### src/rtl/cic_comp_fir_if.sv
// Sample, coefficient and status bundle for the CIC compensation FIR.
// master: upstream/controller side, slave: the filter itself.
interface cic_comp_fir_if #(
  parameter int unsigned DATA_WIDTH = 16,
  parameter int unsigned COEF_WIDTH = 16,
  parameter int unsigned NUM_TAPS   = 8
);
  localparam int unsigned ADDR_W = $clog2(NUM_TAPS);

  logic                         valid_in;
  logic signed [DATA_WIDTH-1:0] fir_in;
  logic                         ready_out;
  logic                         coef_wr_en;
  logic [ADDR_W-1:0]            coef_addr;
  logic signed [COEF_WIDTH-1:0] coef_data;
  logic signed [DATA_WIDTH-1:0] fir_out;
  logic                         valid_out;
  logic                         overflow;
  logic                         underflow;
  logic                         drop_err;
  logic                         clear_err;

  modport master (
    output valid_in, fir_in, coef_wr_en, coef_addr, coef_data, clear_err,
    input  ready_out, fir_out, valid_out, overflow, underflow, drop_err
  );

  modport slave (
    input  valid_in, fir_in, coef_wr_en, coef_addr, coef_data, clear_err,
    output ready_out, fir_out, valid_out, overflow, underflow, drop_err
  );
endinterface

### src/rtl/cic_comp_fir.sv
// Serial-MAC CIC droop compensation FIR with a shadow coefficient bank.
// One multiplier is shared across all taps; a sample takes NUM_TAPS+2 cycles.
// Optional: define CIC_COMP_FIR_SYM_EN for symmetric folding (NUM_TAPS/2 MAC
// cycles, only the lower half of the coefficient bank is writable).
module cic_comp_fir #(
  parameter int unsigned DATA_WIDTH = 16,
  parameter int unsigned DATA_FRAC  = 15,
  parameter int unsigned COEF_WIDTH = 16,
  parameter int unsigned COEF_FRAC  = 15,
  parameter int unsigned NUM_TAPS   = 8
) (
  input logic           clk,
  input logic           rst,
  cic_comp_fir_if.slave bus
);
  localparam int unsigned ACC_WIDTH = DATA_WIDTH + COEF_WIDTH + $clog2(NUM_TAPS);
  localparam int unsigned IDX_W     = $clog2(NUM_TAPS);
`ifdef CIC_COMP_FIR_SYM_EN
  localparam int unsigned MAC_LEN = NUM_TAPS / 2;
  localparam int unsigned MUL_A_W = DATA_WIDTH + 1;
`else
  localparam int unsigned MAC_LEN = NUM_TAPS;
  localparam int unsigned MUL_A_W = DATA_WIDTH;
`endif
  localparam int unsigned PROD_W = MUL_A_W + COEF_WIDTH;
  // Products carry DATA_FRAC+COEF_FRAC fraction bits; the output keeps DATA_FRAC.
  localparam int unsigned SHIFT  = (DATA_FRAC + COEF_FRAC) - DATA_FRAC;

  localparam logic [IDX_W-1:0]            LAST_IDX   = IDX_W'(MAC_LEN - 1);
  localparam logic [IDX_W:0]              COEF_SLOTS = (IDX_W + 1)'(MAC_LEN);
  localparam logic signed [COEF_WIDTH-1:0] COEF_UNITY = {1'b0, {(COEF_WIDTH - 1){1'b1}}};
  localparam logic signed [ACC_WIDTH-1:0]  ROUND_BIAS = ACC_WIDTH'(1) <<< (SHIFT - 1);
  localparam logic signed [ACC_WIDTH-1:0]  SAT_MAX    =
    ACC_WIDTH'({1'b0, {(DATA_WIDTH - 1){1'b1}}});
  localparam logic signed [ACC_WIDTH-1:0]  SAT_MIN    = ~SAT_MAX;

  typedef enum logic [1:0] {StIdle, StMac, StRound} state_e;

  state_e                        state_q, state_d;
  logic [IDX_W-1:0]              idx_q, idx_d;
  logic signed [ACC_WIDTH-1:0]   acc_q, acc_d;
  logic signed [DATA_WIDTH-1:0]  fir_out_q, fir_out_d;
  logic                          valid_out_q, valid_out_d;
  logic                          ovf_q, ovf_d;
  logic                          unf_q, unf_d;
  logic                          drop_q, drop_d;

  logic signed [DATA_WIDTH-1:0]  x_q  [NUM_TAPS];
  logic signed [COEF_WIDTH-1:0]  h_q  [NUM_TAPS];
  logic signed [COEF_WIDTH-1:0]  sh_q [NUM_TAPS];

  logic                          accept;
  logic signed [MUL_A_W-1:0]     mul_a;
  logic signed [PROD_W-1:0]      prod;
  logic signed [ACC_WIDTH-1:0]   rnd;

  assign accept = (state_q == StIdle) && bus.valid_in;

`ifdef CIC_COMP_FIR_SYM_EN
  logic [IDX_W-1:0] mir_idx;
  assign mir_idx = IDX_W'(NUM_TAPS - 1) - idx_q;
  // Pre-add mirrored taps one bit wider so the sum cannot wrap.
  assign mul_a = $signed({x_q[idx_q][DATA_WIDTH-1], x_q[idx_q]})
               + $signed({x_q[mir_idx][DATA_WIDTH-1], x_q[mir_idx]});
`else
  assign mul_a = x_q[idx_q];
`endif

  assign prod = $signed({{COEF_WIDTH{mul_a[MUL_A_W-1]}}, mul_a})
              * $signed({{MUL_A_W{h_q[idx_q][COEF_WIDTH-1]}}, h_q[idx_q]});
  assign rnd  = (acc_q + ROUND_BIAS) >>> SHIFT;

  // FSM next state, MAC accumulate, round/saturate and sticky drop flag.
  always_comb begin
    state_d     = state_q;
    idx_d       = idx_q;
    acc_d       = acc_q;
    fir_out_d   = fir_out_q;
    valid_out_d = 1'b0;
    ovf_d       = ovf_q;
    unf_d       = unf_q;
    drop_d      = drop_q;
    if (bus.clear_err) drop_d = 1'b0;
    unique case (state_q)
      StIdle: begin
        if (bus.valid_in) begin
          state_d = StMac;
          idx_d   = '0;
          acc_d   = '0;
        end
      end
      StMac: begin
        acc_d = acc_q + ACC_WIDTH'(prod);
        if (idx_q == LAST_IDX) begin
          idx_d   = '0;
          state_d = StRound;
        end else begin
          idx_d = idx_q + IDX_W'(1);
        end
      end
      StRound: begin
        ovf_d       = 1'b0;
        unf_d       = 1'b0;
        valid_out_d = 1'b1;
        state_d     = StIdle;
        if (rnd > SAT_MAX) begin
          fir_out_d = {1'b0, {(DATA_WIDTH - 1){1'b1}}};
          ovf_d     = 1'b1;
        end else if (rnd < SAT_MIN) begin
          fir_out_d = {1'b1, {(DATA_WIDTH - 1){1'b0}}};
          unf_d     = 1'b1;
        end else begin
          fir_out_d = rnd[DATA_WIDTH-1:0];
        end
      end
      default: state_d = StIdle;
    endcase
    // A sample arriving while busy is lost; setting beats clearing.
    if (bus.valid_in && (state_q != StIdle)) drop_d = 1'b1;
  end

  // Control and output registers.
  always_ff @(posedge clk or posedge rst) begin
    if (rst) begin
      state_q     <= StIdle;
      idx_q       <= '0;
      acc_q       <= '0;
      fir_out_q   <= '0;
      valid_out_q <= 1'b0;
      ovf_q       <= 1'b0;
      unf_q       <= 1'b0;
      drop_q      <= 1'b0;
    end else begin
      state_q     <= state_d;
      idx_q       <= idx_d;
      acc_q       <= acc_d;
      fir_out_q   <= fir_out_d;
      valid_out_q <= valid_out_d;
      ovf_q       <= ovf_d;
      unf_q       <= unf_d;
      drop_q      <= drop_d;
    end
  end

  // Delay line and coefficient banks; active bank is snapshotted on acceptance.
  always_ff @(posedge clk or posedge rst) begin
    if (rst) begin
      for (int k = 0; k < NUM_TAPS; k++) begin
        x_q[k]  <= '0;
        h_q[k]  <= (k == 0) ? COEF_UNITY : '0;
        sh_q[k] <= (k == 0) ? COEF_UNITY : '0;
      end
    end else begin
      if (accept) begin
        x_q[0] <= bus.fir_in;
        for (int k = 1; k < NUM_TAPS; k++) x_q[k] <= x_q[k-1];
        for (int k = 0; k < NUM_TAPS; k++) h_q[k] <= sh_q[k];
      end
      // Shadow write races the snapshot above and lands after it.
      if (bus.coef_wr_en && ({1'b0, bus.coef_addr} < COEF_SLOTS)) begin
        sh_q[bus.coef_addr] <= bus.coef_data;
      end
    end
  end

  assign bus.ready_out = (state_q == StIdle);
  assign bus.fir_out   = fir_out_q;
  assign bus.valid_out = valid_out_q;
  assign bus.overflow  = ovf_q;
  assign bus.underflow = unf_q;
  assign bus.drop_err  = drop_q;
endmodule

### src/flat_wrapper.sv
// flat-port wrapper written by rule: the top's interface ports become plain ports
module cic_comp_fir_flat 
#(
  parameter int unsigned DATA_WIDTH = 16,
  parameter int unsigned DATA_FRAC  = 15,
  parameter int unsigned COEF_WIDTH = 16,
  parameter int unsigned COEF_FRAC  = 15,
  parameter int unsigned NUM_TAPS   = 8
)
  (clk, rst, bus_valid_in, bus_fir_in, bus_coef_wr_en, bus_coef_addr, bus_coef_data, bus_clear_err, bus_ready_out, bus_fir_out, bus_valid_out, bus_overflow, bus_underflow, bus_drop_err);
  cic_comp_fir_if #(.DATA_WIDTH(DATA_WIDTH), .COEF_WIDTH(COEF_WIDTH), .NUM_TAPS(NUM_TAPS)) bus_i ();
  input logic clk;
  input logic rst;
  input wire logic [$bits(bus_i.valid_in)-1:0] bus_valid_in;
  input wire logic [$bits(bus_i.fir_in)-1:0] bus_fir_in;
  input wire logic [$bits(bus_i.coef_wr_en)-1:0] bus_coef_wr_en;
  input wire logic [$bits(bus_i.coef_addr)-1:0] bus_coef_addr;
  input wire logic [$bits(bus_i.coef_data)-1:0] bus_coef_data;
  input wire logic [$bits(bus_i.clear_err)-1:0] bus_clear_err;
  output wire logic [$bits(bus_i.ready_out)-1:0] bus_ready_out;
  output wire logic [$bits(bus_i.fir_out)-1:0] bus_fir_out;
  output wire logic [$bits(bus_i.valid_out)-1:0] bus_valid_out;
  output wire logic [$bits(bus_i.overflow)-1:0] bus_overflow;
  output wire logic [$bits(bus_i.underflow)-1:0] bus_underflow;
  output wire logic [$bits(bus_i.drop_err)-1:0] bus_drop_err;
  assign bus_i.valid_in = bus_valid_in;
  assign bus_i.fir_in = bus_fir_in;
  assign bus_i.coef_wr_en = bus_coef_wr_en;
  assign bus_i.coef_addr = bus_coef_addr;
  assign bus_i.coef_data = bus_coef_data;
  assign bus_i.clear_err = bus_clear_err;
  assign bus_ready_out = bus_i.ready_out;
  assign bus_fir_out = bus_i.fir_out;
  assign bus_valid_out = bus_i.valid_out;
  assign bus_overflow = bus_i.overflow;
  assign bus_underflow = bus_i.underflow;
  assign bus_drop_err = bus_i.drop_err;
  cic_comp_fir #(.DATA_WIDTH(DATA_WIDTH), .DATA_FRAC(DATA_FRAC), .COEF_WIDTH(COEF_WIDTH), .COEF_FRAC(COEF_FRAC), .NUM_TAPS(NUM_TAPS)) u_core (.clk(clk), .rst(rst), .bus(bus_i));
endmodule
### config.mk
export PLATFORM = sky130hd
export DESIGN_NAME = cic_comp_fir_flat
export DESIGN_NICKNAME = d
export VERILOG_FILES = /design/src/rtl/cic_comp_fir_if.sv /design/src/rtl/cic_comp_fir.sv /design/src/flat_wrapper.sv
export SDC_FILE = /design/constraint.sdc
export NUM_CORES = 2
export LEC_CHECK = 0
export CORE_MARGIN = 2
export CORE_UTILIZATION = 58
export CTS_BUF_LIST = sky130_fd_sc_hd__clkbuf_16
export CTS_CLUSTER_DIAMETER = 60
export DETAILED_ROUTE_END_ITERATION = 10
export PLACE_DENSITY = 0.71
export REMOVE_ABC_BUFFERS = 1
export SYNTH_ARGS = -nofsm -noshare
export SYNTH_HDL_FRONTEND = slang
export SYNTH_SLANG_ARGS = --single-unit
### constraint.sdc
create_clock -name clk -period 44.4 [get_ports clk]
set_clock_uncertainty 0.05 [all_clocks]
set_input_delay 13.32 -clock clk [delete_from_list [all_inputs] [get_ports clk]]
set_output_delay 13.32 -clock clk [all_outputs]
set_load 0.03 [all_outputs]
**After elaboration in Yosys (flattened, before gate mapping)**

Index checks and enable logic that the tools add are counted.

- Logic and storage cells: 82
- Input bits: 40
- Flip-flop bits (word level): 444
- Output and inout port bits: 21

- $mul: 1
- Equal/unequal tests: 5
- Add/sub/neg operators: 3
- Bitwise logic cells: 2
- Muxes and demuxes: 25
- Order comparisons: 5
- Reduce and logical (&&, ||, !) cells: 9

Operator list:

| cell | number |
|---|---|
| 128-bit bitwise mux | 1 |
| 16-bit 2-to-1 mux | 7 |
| 16-bit binary-select mux with 3-bit select | 2 |
| 35-bit one-hot mux with 2 select lines | 1 |
| 16-bit demux with 3-bit select | 1 |
| 35-bit by 16-bit adder with 35-bit output (second input constant) | 1 |
| 35-bit by 32-bit adder with 35-bit output | 1 |
| 35-bit 2-to-1 mux | 1 |
| 16-bit by 16-bit multiplier with 32-bit output | 1 |
| 20-bit by 16-bit > comparator with 1-bit output (second input constant) | 1 |
| 20-bit by 16-bit < comparator with 1-bit output (second input constant) | 1 |
| 4-bit >= comparator (second input constant) | 2 |
| 3-bit inverter with 4-bit output | 2 |
| 1-bit 2-to-1 mux | 6 |
| 3-bit 2-to-1 mux | 2 |
| 3-bit one-hot mux with 2 select lines | 1 |
| 2-bit nonzero test | 3 |
| 4-bit by 1-bit < comparator with 1-bit output (second input constant) | 1 |
| 2-bit 2-to-1 mux | 2 |
| 2-bit one-hot mux with 2 select lines | 1 |
| 2-bit AND reduction | 2 |
| 3-bit by 1-bit adder with 3-bit output (second input constant) | 1 |
| 3-bit == test (second input constant) | 1 |
| 1-bit logical AND | 3 |
| 5 further kinds | 5 |

**Longest topological paths before layout**

- Depth in word-level cells: 7
- Gate-level depth with buffers: 28
- Depth with buffers taken out: 25

**Least setup slack after synthesis**

Ideal clock, no wire load.

- Path kind: input-to-reg
- Start: input bus_coef_addr[0]
- End: register u_core.sh_q[80] in the netlist's numbering
- Arrival: 14.979 ns
- Setup slack: 29.247 ns
- Stages on the path: 5
- Data required time: 44.225 ns
- Cells stage by stage: clkbuf_1 -> nand2b_1 -> nor3b_1 -> clkbuf_1 -> mux2_2

- Longest elaborated chain between the ends: 6

RTL lines:

| element | RTL line | RTL |
|---|---|---|
| start: declaration | flat_wrapper.sv:17 | `input wire logic [$bits(bus_i.coef_addr)-1:0] bus_coef_addr;` |
| 3-bit inverter with 4-bit output (implied by the code) * | cic_comp_fir.sv:161 | `sh_q[bus.coef_addr] <= bus.coef_data;` |
| 4-bit >= comparator (implied by the code) or 4-bit by 1-bit < comparator with 1-bit output (tied branches) | cic_comp_fir.sv:161 |  |
| 1-bit logical AND (implied by the code) | cic_comp_fir.sv:161 |  |
| 16-bit 2-to-1 mux (implied by the code) | cic_comp_fir.sv:161 |  |
| 16-bit demux with 3-bit select * | cic_comp_fir.sv:161 |  |
| 128-bit bitwise mux * | cic_comp_fir.sv:161 |  |
| end signal: indexed assignment | cic_comp_fir.sv:151 | `sh_q[k] <= (k == 0) ? COEF_UNITY : '0;` |
| end signal: indexed assignment | cic_comp_fir.sv:161 |  |
| end: declaration | cic_comp_fir.sv:50 | `logic signed [COEF_WIDTH-1:0] sh_q [NUM_TAPS];` |

Every way passes the cells marked *; elsewhere a longest branch is shown, timed or not.
A chain may end at the register's enable or synchronous reset.

**Worst setup path in the final report**

- Start: input bus_valid_in
- End: register u_core.x_q[26] in the netlist's numbering

- Longest elaborated chain between the ends: 1

RTL lines:

| element | RTL line | RTL |
|---|---|---|
| start: declaration | flat_wrapper.sv:14 | `input wire logic [$bits(bus_i.valid_in)-1:0] bus_valid_in;` |
| 1-bit logical AND | cic_comp_fir.sv:57 | `assign accept = (state_q == StIdle) && bus.valid_in;` |
| end: declaration | cic_comp_fir.sv:48 | `logic signed [DATA_WIDTH-1:0] x_q [NUM_TAPS];` |

Every way passes these cells.

==> run_results.csv <==
group,metric,value,unit
drt,drc,0,
layout,drive_above_1_share,11.9,%
drt,viasPerCell,5.54,
timing,fmax,0.0616,GHz
flow_run,maxCapViolCount,0,
critical_path,worstPathRequired,44.87,ns
die,die_h,232,µm
logic_synthesis,synth_common_cells,"nand2_1, dfrtp_1, inv_1",
hold_path,min_to,"u_core.h_q[59]",
clock_tree,clockBufferDepth,3,
critical_path,crit_slowest_cell,"buf_4",
critical_path,reg2reg_depth,23,
clock_tree,cts_tree,"yes",
logic_synthesis,synth_xor_area_share,1.34,%
layout,n_antenna_cell,0,
critical_path,path_delay_family,"buffers and inverters",
logic_synthesis,synthAdderAreaFrac,25.1,%
logic_synthesis,yosys.area_share.simple,15.4,%
hold_path,hp-start,"u_core.sh_q[59]",
hold_path,hp-class,"register to register",
logic_synthesis,yosysMostFrequentCell,"nand2_1",
logic_synthesis,yosys-top-cells-area,"dfrtp_1, fa_1, nand2_1, mux2_2, mux4_2",
logic_synthesis,synth_top_family_by_area,"adder cells",
critical_path,crit_buf_inv,3,
critical_path,cp_max_fo,105,
clock_tree,cts_buffers,48,
drt,wl_per_cell,17.8,µm
layout,final_util,64.1,%
critical_path,r2r-end,"u_core.acc_q[33]",
critical_path,critPathKind,"input port to register",
place,portBuffers,60,
die,core-area,51300,µm²
timing,finalSetupTns,0,ns
logic_synthesis,synth_edf_count,0,
logic_synthesis,synthFlopType,"dfrtp_1",
logic_synthesis,ys_warn_count,0,
logic_synthesis,ys_ff_latch,444,
clock_tree,h-tree-depth,2,
logic_synthesis,yosys.area.top_type,"dfrtp_1",
critical_path,r2r-start,"u_core.idx_q[0]",
global_route,grt_usage,26.3,%
clock_tree,post_cts_buffers,0,
logic_synthesis,synthMuxAreaShare,11.3,%
global_route,grt_max_degree,130,
die,dieWidth,232,µm
logic_synthesis,async_flop_share,100,%
die,ios,61,
critical_path,path_cells,"clkdlybuf4s50_1 > and2_4 > buf_4 > buf_4 > nand2_1 > nand2_1",
timing,slew_viol_final,0,
timing,min_period,16.24,ns
layout,fin_nets,3466,
layout,area_delta_synth_final,9.26,%
drt,postRouteAntennaNets,0,
die,initial_core_util,58.7,%
logic_synthesis,yosysUniqueCellTypes,57,
clock_tree,post_cts_resize_count,0,
logic_synthesis,synth_compound_area_share,3.53,%
clock_tree,path_clk_slew,0.06,ns
place,dp_hpwl,47.0,mm
critical_path,critPathLaunchType,"input port",
drt,drt_iter0_drc,1375,
global_route,grt_overflow,0,
critical_path,crit_arrival,16.71,ns
drt,wirelength,66.4,mm
drt,vias,20600,
place,post_dp_cell_area,31400,µm²
global_route,grt_pass1_wl,113,mm
timing,final_hold_viol_count,0,
place,place.gp.congestion,0.884,
critical_path,cpPeakStageDelay,0.96,ns
global_route,antenna_found_initial,0,
timing,worstMarginPinSlew,1.28,ns
critical_path,cp-end-kind,"register",
hold_path,whs_path_depth,2,
logic_synthesis,syn-mean-instance-area,10.1,µm²
die,placementRows,83,
layout,n_fill_cell,4067,
die,dieArea,53800,µm²
layout,fin_area,32900,µm²
logic_synthesis,seq_area_frac_synth,37.0,%
outcome,status,"completed",
timing,slew_headroom,12.3,%
clock_tree,cts_sinks,444,
logic_synthesis,synth_top_area_share,34.4,%
global_route,grt_pass1_vias,21800,
logic_synthesis,netlist_area,30100,µm²
clock_tree,clk-insertion-delay-late,0.62,ns
timing,hold-worst-slack,0.389,ns
timing,finalSetupViolCount,0,
drt,dr.pass1.iters,6,
clock_tree,holdBufCountCts,0,
clock_tree,ctsRootBufferMaster,"clkbuf_16",
timing,rsz0062_at_grt,"false",
logic_synthesis,syn_inst,2990,
timing,min_period_over_period,36.6,%
critical_path,rrSetupSlack,35.26,ns
-- worst min-delay path: stages, from the launching register on --
cell     delay, ns
dfrtp_1       0.35
nand2_1       0.05
nand2_1       0.05
-- cell type report --
type	count	area (µm²)	area share, %
Multi-Input combinational cell	2042	17100	51.9
Sequential cell	444	11200	33.9
Inverter	378	1430	4.34
Clock buffer	48	1200	3.65
Timing Repair Buffer	95	863	2.62
Tap cell	680	851	2.59
Clock inverter	37	315	0.958
-- sequential cells by signal, summed over array words and instances (netlist names) --
register,cells
u_core.x_q,128
u_core.sh_q,128
u_core.state_q,2
u_core.acc_q,35
u_core.bus.underflow,1
u_core.idx_q,3
u_core.bus.drop_err,1
u_core.h_q,128
u_core.bus.valid_out,1
u_core.bus.fir_out,16
u_core.bus.overflow,1
-- layout by cell type (no fill, tap or decap), types with 4 or more instances in the layout --
master,count
xnor2_1,31
xor2_1,15
nand4_1,7
clkinv_1,11
dfstp_2,30
inv_1,388
buf_4,35
a211oi_1,9
clkbuf_16,48
clkdlybuf4s50_1,60
o31ai_1,4
o21bai_1,5
fa_1,310
mux2_2,151
mux4_2,64
nand3_1,23
a21o_1,12
o21ai_0,55
nand2_1,938
mux2i_1,27
nor2_1,162
clkinv_2,5
or3_1,5
and3_1,4
and2_1,6
a21oi_1,21
o211ai_1,5
nor3_1,7
or2_2,4
nand2b_1,8
ha_1,107
dfrtp_1,411
a221o_1,15
-- stage by stage --
stage          setup WS (ns)  std cells
2_1_floorplan          18.71       2864
3_3_place_gp           27.63       3639
3_5_place_dp           27.52       3639
4_1_cts                28.15       3724
5_1_grt                27.87       3724
6_report               28.16       3724
-- worst max-delay path by stage --
stage / start / end / slack, ns / cells after the start
after global routing: bus_valid_in / u_core.x_q[56] / 27.87 / 6
final: bus_valid_in / u_core.x_q[26] / 28.16 / 6
after global placement: bus_valid_in / u_core.h_q[89] / 27.63 / 6
after detailed placement: bus_valid_in / u_core.x_q[26] / 27.52 / 6
after CTS: bus_valid_in / u_core.x_q[26] / 28.15 / 6
after floorplan: rst / u_core.acc_q[0] / 18.71 / 1
-- per-layer routing --
metal  GRT usage [%]  vias up  part of all wire, %  wire length [µm]
met2            43.3      532                   48             31800
met5               0        -                    0                 0
met3            3.44      159                  4.9              3270
li1                -     9407                    -                 -
met4            9.66        0                  3.8              2510
met1            36.0    10500                   43             28800
-- logic make-up (layout without fill, tap and decap cells) --
logic type               Yosys count  in the layout
AO/OA/AOI/OAI                    153            153
XOR/XNOR                          46             46
adder cells (fa/ha/maj)          417            417
buffers and inverters            504            558
flip-flops                       444            444
multiplexers                     242            242
AND/OR/NAND/NOR                 1184           1184
Power is not shown: default switching activity piles up to over one toggle a cycle in this logic, so the estimate is an artifact.
